`config.mk`:
```
export PLATFORM = sky130hd
export DESIGN_NAME = serial_adder
export DESIGN_NICKNAME = d
export VERILOG_FILES = /design/src/rtl/serial_adder_pkg.sv /design/src/rtl/serial_adder_fa.sv /design/src/rtl/serial_adder.sv
export SDC_FILE = /design/constraint.sdc
export NUM_CORES = 1
export LEC_CHECK = 0
export ABC_CLOCK_PERIOD_IN_PS = 2000
export CORE_ASPECT_RATIO = 0.8
export CORE_UTILIZATION = 45
export CTS_BUF_LIST = sky130_fd_sc_hd__clkbuf_8 sky130_fd_sc_hd__clkbuf_16
export DETAILED_ROUTE_END_ITERATION = 10
export DONT_BUFFER_PORTS = 1
export HOLD_SLACK_MARGIN = 0.06
export PLACE_DENSITY_LB_ADDON = 0.25
export SETUP_SLACK_MARGIN = 0.05
export SLEW_MARGIN = 30
export SYNTH_ARGS = -nofsm -noshare
export SYNTH_HDL_FRONTEND = slang
export SYNTH_SLANG_ARGS = --single-unit
```
`constraint.sdc`:
```
create_clock -name clk -period 2 [get_ports clk]
set_input_delay 0.1 -clock clk [delete_from_list [all_inputs] [get_ports clk]]
set_output_delay 0.1 -clock clk [all_outputs]
set_load 0.05 [all_outputs]
```
`src/rtl/serial_adder_pkg.sv`:
```
// rtl/serial_adder_pkg.sv - shared state encoding and default width for the bit-serial adder
package serial_adder_pkg;

    localparam int DEFAULT_WIDTH = 8;

    // 2'd3 is never entered; the FSM treats it as IDLE.
    typedef enum logic [1:0] {
        IDLE = 2'd0,
        RUN  = 2'd1,
        DONE = 2'd2
    } state_t;

endpackage

```
`src/rtl/serial_adder_fa.sv`:
```
// rtl/serial_adder_fa.sv - 1-bit full adder cell used as the serial datapath
module serial_adder_fa (
    input  logic a,
    input  logic b,
    input  logic cin,
    output logic sum,
    output logic carry
);

    assign sum   = a ^ b ^ cin;
    assign carry = (a & b) | (a & cin) | (b & cin);

endmodule

```
`src/rtl/serial_adder.sv`:
```
// rtl/serial_adder.sv - bit-serial WIDTH-bit adder with start/busy/done handshake
module serial_adder
    import serial_adder_pkg::*;
#(
    parameter int WIDTH = DEFAULT_WIDTH
) (
    input  logic             clk,
    input  logic             rst_n,
    input  logic             start,
    input  logic [WIDTH-1:0] a,
    input  logic [WIDTH-1:0] b,
    input  logic             cin,
    output logic             busy,
    output logic             done,
    output logic [WIDTH-1:0] sum,
    output logic             cout
);

    localparam int CW = (WIDTH > 1) ? $clog2(WIDTH) : 1;
    localparam logic [CW-1:0] LAST = CW'(WIDTH - 1);

    state_t           state, state_nxt;
    logic [WIDTH-1:0] a_sh, b_sh;
    logic [WIDTH-2:0] psum;
    logic [WIDTH-1:0] psum_full;
    logic             c_reg;
    logic [CW-1:0]    cnt;
    logic             load;
    logic             last;
    logic             fa_sum, fa_carry;

    serial_adder_fa u_fa (
        .a     (a_sh[0]),
        .b     (b_sh[0]),
        .cin   (c_reg),
        .sum   (fa_sum),
        .carry (fa_carry)
    );

    // Newest bit enters at the MSB, so after WIDTH shifts bit 0 sits at the LSB.
    assign psum_full = {fa_sum, psum};

    always_ff @(posedge clk or negedge rst_n) begin
        if (!rst_n) begin
            state <= IDLE;
        end else begin
            state <= state_nxt;
        end
    end

    always_comb begin
        state_nxt = IDLE;
        load      = 1'b0;
        last      = 1'b0;
        busy      = 1'b0;
        done      = 1'b0;
        case (state)
            RUN: begin
                busy      = 1'b1;
                last      = (cnt == LAST);
                state_nxt = last ? DONE : RUN;
            end
            DONE: begin
                done      = 1'b1;
                load      = start;
                state_nxt = start ? RUN : IDLE;
            end
            default: begin
                load      = start;
                state_nxt = start ? RUN : IDLE;
            end
        endcase
    end

    always_ff @(posedge clk or negedge rst_n) begin
        if (!rst_n) begin
            a_sh  <= '0;
            b_sh  <= '0;
            c_reg <= 1'b0;
            cnt   <= '0;
            psum  <= '0;
            sum   <= '0;
            cout  <= 1'b0;
        end else if (load) begin
            a_sh  <= a;
            b_sh  <= b;
            c_reg <= cin;
            cnt   <= '0;
        end else if (state == RUN) begin
            a_sh  <= {1'b0, a_sh[WIDTH-1:1]};
            b_sh  <= {1'b0, b_sh[WIDTH-1:1]};
            c_reg <= fa_carry;
            psum  <= psum_full[WIDTH-1:1];
            if (last) begin
                sum  <= psum_full;
                cout <= fa_carry;
            end else begin
                cnt <= cnt + 1'b1;
            end
        end
    end

endmodule
```
==> results.md, run 1 <==
- The run finished with clean final reports.
- TritonCTS built the clock tree.
- The height of the die is 59.3 um.
- The largest registers in the layout are a_sh (8), b_sh (8), sum (8).
- Summing over every cut layer, the via total after detailed routing is 910.
- The routed design could run at a clock period as short as 1.81 ns.
- The core region is 3850 sq um.
- After detailed routing, the average wire length per cell comes to 16.2 um.
- The detailed placer's ending HPWL is 1.96 mm.
- Before CTS, the worst setup slack after placement is 0.163 ns.
- The count of pins over their slew limit was 0.
- The Yosys step of the flow raised 0 warnings.
- The die covers 4360 sq um.
- The worst hold path belongs to the class input pin to flop.
- The residual overflow from global routing is 0.
- Of all nets on the critical path, the largest fanout is 10.
- The total wire length is 2.88 mm.
- Between clock sinks in the finished design, the worst skew comes to 0.0158 ns.
- The total DRC errors in the routed layout is 0.
- The peak per-stage delay on the critical path is 0.42 ns.
- The share of the cycle needed by the critical path after routing is 90.6%.
- The H-tree generated during clock tree synthesis spans 2 levels.
- Based on the critical path, the design can be clocked at up to 552 MHz.
- Summing the sequential cell areas from Yosys gives 51.5% of the chip area.
- VDD sags by at most 0.657 mV.
- Of the total power, the clock network draws 20.5%.
- For this design, the slowest cell found on the critical path is nand3b_1.
- The net count of the finished layout is 145.
- After synthesis, the cell types taking the most area are dfrtp_1 (52%), mux2_4 (25%), mux2_2 (9.2%).
- The register bit total from synthesis is 38.
- The cell internal power dissipation is 2.46 mW.
- The number of max-capacitance violations reported is 0.
- Sequential cells burn 43.9% of the power.
- The share of synthesized area in the top cell type comes to 51.5%.
- The library cell occupying the most area in the post-synthesis netlist is dfrtp_1.
- The final setup TNS is 0 ns.
- The category of the worst setup path launch point is a flop.
- Together, buffers and inverters on the worst path number 0.
- In this run, CTS created clock tree buffers numbering 5.
- The die outline width is 73.6 um.
- For the worst setup path, the data required time is 2.17 ns.
- The pre-antenna-repair detailed-routing pass consisted of 4 iterations.
- The vias per cell is 5.11.
- The cell seen most often among critical-path stages is ha_1.
- The filler cells instantiated in the layout total 327.
- The worst pin sits at a relative slew slack of 66.5%.
- The combinational fraction of design power is 35.6%.
- The number of antenna violations at the first check in global routing is 0.
- The initialized floorplan defines 20 standard-cell rows.
- Walking the worst path, the cells encountered are ha_1 -> ha_1 -> nand3b_1 -> mux2_2.
- The maximum root-to-sink buffer count is 2.
- The critical path is of the flop to flop type.
- In the global route stage, overall resource usage came out at 15.6%.
- In this run the mean area of a mapped cell was 16.2 sq um.
- Counting every instance in the synthesized netlist gives 114.
- Post-CTS timing repair inserted 0 buffers for setup.
- The synthesized netlist occupies a cell area of 1850 sq um.
- Power spread over the standard cell area amounts to 1820 nW/um^2.
- The number of port buffers is 0.
- Net switching is 35.1% of the power.
- Across all hold checks on the routed design, the worst slack comes to 0.0790 ns.
- The initial utilization of the core area, before any placement, comes to 47.9%.
- The wire length of the first global-routing pass is 4.91 mm.
- The detail route stage leaves a number of antenna-violating nets equal to 0.
- The number of DRC violations after detailed-routing iteration 0 is 41.
- The clock latency reported for the late side of the worst-skew pair is 0.29 ns.
- Clock tree synthesis selected as its root buffer the cell clkbuf_8.
- Entering global routing, the biggest net connects 39 pins.
- The number of hold-slack violations in the final timing report is 0.
- In the final layout, the share of cells above drive strength 1 is 48.0%.
- For this design the top-level I/O count stands at 31.
- Clock-pin slew was measured on the worst setup and hold paths at 0.07 ns.
- The static leakage power is 0.990 nW.
- The critical path endpoint category is a flop.
- For the pin with the worst max-slew slack, the measured transition is 0.503 ns.
- The number of clock sinks is 38.
- The net switching power is 1.33 mW.
- The synthesis-to-layout area growth is 12.6%.
- Setup repair after global routing left no endpoint under its margin.
- The final setup slack of the worst path is 0.188 ns.
- The post-synth net total is 137.
- Broken down by cell family, the worst path's largest delay share belongs to adder cells.
- The final weighted congestion of routability-driven global placement is 0.675.
- The number of distinct library cells after synthesis is 16.
- The diode insertion count for antenna repair is 0.
- The data arrival time of the critical path is 1.98 ns.
- Setup violations remaining at the end of the flow were counted as 0.
- The number of global-route vias before repair is 1014.
metal layers:
| layer | global-route usage, % | up-vias | part of all wire, % |
|---|---|---|---|
| li1 | - | 411 | - |
| met1 | 20.4 | 471 | 48 |
| met2 | 22.7 | 24 | 44 |
| met3 | 6.80 | 4 | 6.8 |
| met4 | 6.59 | 0 | 0.90 |
| met5 | 0 | - | 0 |
metrics by stage:
stage	power (mW)	instances	utilization, %	cell area [sq um]
finish	3.78	178	53.9	2080
global route	4.01	178	53.9	2080
CTS	3.83	178	53.9	2080
detailed placement	3.01	165	48.8	1880
global placement	2.95	165	48.8	1880
floorplan	2.81	114	-	1850
logic make-up after synthesis:
family / count (synthesis) / synth area share, %
DFF: 38 / 51.5
adders and majority gates: 3 / 2.44
xor gates and xnor gates: 1 / 0.475
and+or+nand+nor: 8 / 2.51
buffers and inverters: 10 / 4.34
muxes: 54 / 38.7
cells in the mapped netlist:
| cell type | number |
|---|---|
| buf_4 | 1 |
| dfrtp_1 | 38 |
| ha_1 | 2 |
| fa_1 | 1 |
| buf_6 | 5 |
| nand2b_1 | 4 |
| nor2_1 | 2 |
| inv_2 | 1 |
| mux2_2 | 15 |
| nor2b_1 | 1 |
| mux2_4 | 31 |
| inv_1 | 2 |
| mux2i_1 | 8 |
| xor2_1 | 1 |
| buf_2 | 1 |
| nand3b_1 | 1 |
final timing paths:
| check | startpoint | endpoint | slack [ns] | depth (start not counted) |
|---|---|---|---|---|
| max reg2reg | cnt[0] | sum[1] | 0.19 | 4 |
| min reg2reg | psum[0] | psum[0] | 0.50 | 1 |
| min in group asynchronous | rst_n | sum[4] | 0.25 | 2 |
| max in group asynchronous | rst_n | psum[0] | 1.54 | 2 |
| max | cnt[0] | sum[1] | 0.19 | 4 |
| min | a[4] | a_sh[4] | 0.08 | 2 |
layout make-up:
type / instances / area, sq um / area share, %
clock buffer: 5 / 68.8 / 3.31
multi-input combinational: 66 / 815 / 39.2
sequential: 38 / 951 / 45.8
timing repair buffer: 8 / 95.1 / 4.58
tap: 55 / 68.8 / 3.31
clock inverter: 3 / 68.8 / 3.31
inverter: 3 / 11.3 / 0.542
placed cells by master, fill, tap and decap left out:
| cell | n |
|---|---|
| buf_4 | 2 |
| nand2b_1 | 4 |
| xor2_1 | 1 |
| mux2i_1 | 8 |
| ha_1 | 2 |
| nor2b_1 | 1 |
| inv_2 | 1 |
| fa_1 | 1 |
| inv_1 | 2 |
| nand3b_1 | 1 |
| clkinv_4 | 1 |
| buf_12 | 2 |
| mux2_4 | 31 |
| clkbuf_8 | 5 |
| mux2_2 | 15 |
| dfrtp_1 | 38 |
| bufinv_16 | 2 |
| nor2_1 | 2 |
| dlygate4sd3_1 | 4 |
worst reg2reg max path, cell delays in order (launching register included):
cell and delay [ns]:
dfrtp_1 0.41, ha_1 0.21, ha_1 0.26, nand3b_1 0.42
mux2_2 0.39
power groups by stage:
stage	clock network (mW)	registers, mW	logic (mW)
6_report	0.777	1.66	1.35
5_1_grt	0.831	1.72	1.46
4_1_cts	0.792	1.67	1.37
3_5_place_dp	0	1.68	1.33
3_3_place_gp	0	1.66	1.28
2_1_floorplan	0	1.60	1.21
what timing repair did:
action,in CTS,in global routing
endpoints found under the setup margin,0,0
resized for setup,0,0
hold buffers,5,0
endpoints found under the hold margin,44,0
No activity file was read; power rests on OpenSTA's default activity.
==> inputs of run 2 (changes only) <==
--- a/config.mk
+++ b/config.mk
@@ -17,4 +17,5 @@
 export SLEW_MARGIN = 30
 export SYNTH_ARGS = -nofsm -noshare
 export SYNTH_HDL_FRONTEND = slang
+export SYNTH_HIERARCHICAL = 1
 export SYNTH_SLANG_ARGS = --single-unit
==> run 2 against run 1 <==
  * Utilization down 1.3 points
  * Synthesized cell count decreased by 2.6%
  * Critical path type unchanged
  * Clock skew down 0.012 ns
  * Routed wire length is essentially flat
  * Register-to-register slack better by 0.15 ns
==> results.md, run 2 <==
- The flow ran to the end, and the final reports show no timing, DRC or antenna violations.
- By instance count, the leading cell after synthesis is dfrtp_1.
- The synthesized netlist cell count is 111 (-2.6%).
- Among all stages on the critical path, the largest delay is contributed by dfrtp_1.
- The clock tree from TritonCTS is done.
- The final setup slack of the worst path is 0.342 ns (+0.154 ns).
- The library cell used most frequently in the layout, excluding fill and tap cells, is dfrtp_1.
- The library cells used most frequently in the layout, excluding fill and tap cells, are dfrtp_1 (38), mux2_4 (33), mux2_2 (13).
- The total global routing track utilization is 15.3% (-0.31 points).
- The peak supply drop is 0.916 mV (+39%).
- The final setup TNS came to 0 ns (unchanged).
- The required time at the endpoint of the critical path was 2.17 ns (about the same).
- The post-synth net total was 134 (-2.2%).
- The clock-pin transition on the worst setup and hold timing paths is 0.07 ns (about the same).
- The data arrival time of the critical path came to 1.83 ns (-0.15 ns).
- The largest delay contributor family on the critical path is adder cells.
- The number of vias in the routed layout is 888 (-2.4%).
- The placed cell count is 164 (-0.61%).
- The final net count came to 144 (-0.69%).
- The synthesized area is 1830 sq um (-0.61%).
- The area share of the largest cell type after synthesis is 51.8% (+0.32 points).
- The largest driver fanout on the critical path came to 11 (+1).
- The number of DRC violations after detailed-routing iteration 0 came to 36 (-12%).
- After synthesis, the most frequently instantiated cells are dfrtp_1 (38), mux2_4 (33), mux2_2 (13).
- Summed over all instances, the cell type with the most area after synthesis is dfrtp_1.
- The register-to-register path setup slack is 0.34 ns (+0.15 ns).
- The wire length of the first global-routing pass was 4.75 mm (-3.4%).
- The static leakage power is 0.989 nW (about the same).
- The detailed-routing iteration count for the pre-antenna-repair pass is 4 (unchanged).
- The worst-case hold slack came to 0.0823 ns (+0.00327 ns).
- The register bit total from synthesis is 38 (unchanged).
- The per-instance average area after synthesis came to 16.5 sq um (+2.1%).
- The maximum root-to-sink buffer count is 2 (unchanged).
- The type of the tightest min-delay check is input pin to flop.
- The final-report setup violation count was 0 (unchanged).
- The sequential element share of the synthesized area is 51.8% (+0.32 points).
- The peak per-stage delay on the critical path is 0.41 ns (about the same).
- The number of cells upsized or downsized after cts was 0 (unchanged).
- The largest registers in the layout are a_sh (8), b_sh (8), sum (8).
- The worst slack at placement is 0.338 ns (+0.175 ns).
- The die outline area is 4340 sq um (-0.59%).
- The critical path endpoint category is a flop.
- The number of port buffers is 0 (unchanged).
- The power per cell area is 1720 nW/um^2 (-5.4%).
- The detailed placer's ending HPWL was 1.98 mm (+0.67%).
- The share of the cycle needed by the critical path after routing was 82.9% (-7.7 points).
- The total wire length is 2.88 mm (about the same).
- The number of max-capacitance violations reported is 0 (unchanged).
- The power share of the sequential group is 47.6% (+3.7 points).
- The row count is 20 (unchanged).
- The number of antenna violations at the first check in global routing is 0 (unchanged).
- The number of clock sinks is 38 (unchanged).
- The core occupancy in the finished layout is 52.6% (-1.3 points).
- The net switching power came to 1.29 mW (-2.7%).
- The antenna violation net count after detailed routing is 0 (unchanged).
- Traced cell by cell, the critical path runs through ha_1 -> ha_1 -> nand3b_1 -> buf_4 -> mux2_2.
- The per-cell routed wire length came to 16.3 um (+0.53%).
- The residual overflow from global routing is 0 (unchanged).
- The count of pins over their slew limit is 0 (unchanged).
- The power after layout is 3.49 mW (-7.7%).
- The number of fill cells is 337 (+3.1%).
- The share of post-route cells with drive strength above 1 came to 48.4% (+0.39 points).
- The final clock skew was 0.00333 ns (-0.0125 ns).
- The diode insertion count for antenna repair is 0 (unchanged).
- The sum of buffers and inverters on the critical path is 1 (+1).
- The cell seen most often among critical-path stages is ha_1.
- The final weighted congestion of routability-driven global placement is 0.673 (-0.31%).
- The relative contribution of the clock network to total power came to 15.0% (-5.5 points).
- The synthesis-to-layout area growth is 10.6%.
- The category of the worst setup path launch point is a flop.
- The height of the die is 59.1 um (-0.30%).
- The post-synthesis async set-or-reset flop share is 100% (unchanged).
- The number of hold-slack violations in the final timing report is 0 (unchanged).
- In the post-synthesis netlist, the biggest area contributors are dfrtp_1 (52%), mux2_4 (27%), mux2_2 (8.0%).
- The remaining max-slew budget at the tightest pin is 67.5% (+1.0 points).
- The clock latency reported for the late side of the worst-skew pair was 0.29 ns (about the same).
- The summed area of non-filler cells in the final layout came to 2030 sq um (-2.4%).
- The top-level I/O count is 31 (unchanged).
- The vias per cell is 5.02 (-1.9%).
- Setup repair after global routing left no endpoint under its margin.
- The number of distinct library cells after synthesis is 17 (+1).
- The placed instance area is 1880 sq um (-0.20%).
- The pin count of the biggest net entering global routing is 39 (unchanged).
- The TritonCTS buffer count is 5 (unchanged).
- The cell chosen for the clock root is clkbuf_8.
- The predominant post-synthesis flop cell is dfrtp_1.
- The combinational fraction of design power was 37.5% (+1.9 points).
- The starting density of the core is 47.6% (-0.29 points).
- The net switching fraction of the power is 37.0% (+1.9 points).
- The core region area is 3850 sq um (unchanged).
- The number of global-route vias before repair is 998 (-1.6%).
- The highest attainable clock frequency was 603 MHz (+9.3%).
- The slew of the pin with the lowest slew margin is 0.488 ns (-0.0150 ns).
- The die outline width is 73.4 um (-0.30%).
- The count of yosys warnings during synthesis is 6 (+6).
- The minimum clock period is 1.66 ns (-0.154 ns).
- The total DRC errors in the routed layout is 0 (unchanged).
- The number of H-tree levels was 2 (unchanged).
- The non-filler instance count after layout was 177 (-0.56%).
- The count of flip-flops with a built-in enable after synthesis is 0 (unchanged).
- The cell internal power dissipation is 2.20 mW (-10%).
- The critical path class is flop to flop.
-- run 2: changes by cell type after synthesis, sizes merged --
cell / previous run / this run
buf: 7 / 5
o21a: 0 / 1
mux2i: 8 / 7
inv: 3 / 2
-- run 2: metal layers --
layer / global-route usage, % / up-vias / part of all wire, %
met1: 18.1 / 451 / 42
met5: 0 / - / 0
met4: 7.42 / 0 / 1.9
li1: - / 410 / -
met2: 24.9 / 20 / 51
met3: 5.61 / 7 / 4.6
-- run 2: layout make-up --
cell class | count | area (sq um) | share of cell area [%]
clock buffers | 6 | 82.6 | 4.07
clock inverters | 2 | 8.76 | 0.432
inverters | 2 | 7.51 | 0.370
multi-input cells | 66 | 827 | 40.8
flip-flops and latches | 38 | 951 | 46.9
well taps | 55 | 68.8 | 3.39
repair buffers | 8 | 82.6 | 4.07
-- run 2: repair_timing --
item,in CTS,in global routing
hold buffers,5,0
endpoints found under the hold margin,44,0
buffers inserted,0,0
-- run 2: kinds of logic (layout without fill, tap and decap cells) --
group           after synthesis  in the layout  synth area share, %
buf+inv                       7             18                 3.07
xor+xnor                      1              1                0.478
mux                          53             53                 38.8
flops                        38             38                 51.8
fa+ha+maj                     3              3                 2.46
compound gates                1              1                0.409
simple gates                  8              8                 2.93
-- run 2: power groups by stage --
stage	sequential [mW]	clock (mW)	combinational (mW)
after floorplan	1.61	0	1.16
after detailed placement	1.69	0	1.30
after global routing	1.71	0.570	1.42
after CTS	1.67	0.546	1.34
final	1.66	0.523	1.31
after global placement	1.67	0	1.24
-- run 2: final timing paths --
kind                          from  endpoint  cells after the start
max                         cnt[0]      cout                      5
min                           b[5]   b_sh[5]                      2
max reg2reg                 cnt[0]      cout                      5
min reg2reg                a_sh[2]   a_sh[1]                      1
max in group asynchronous    rst_n   a_sh[7]                      2
min in group asynchronous    rst_n   b_sh[3]                      2
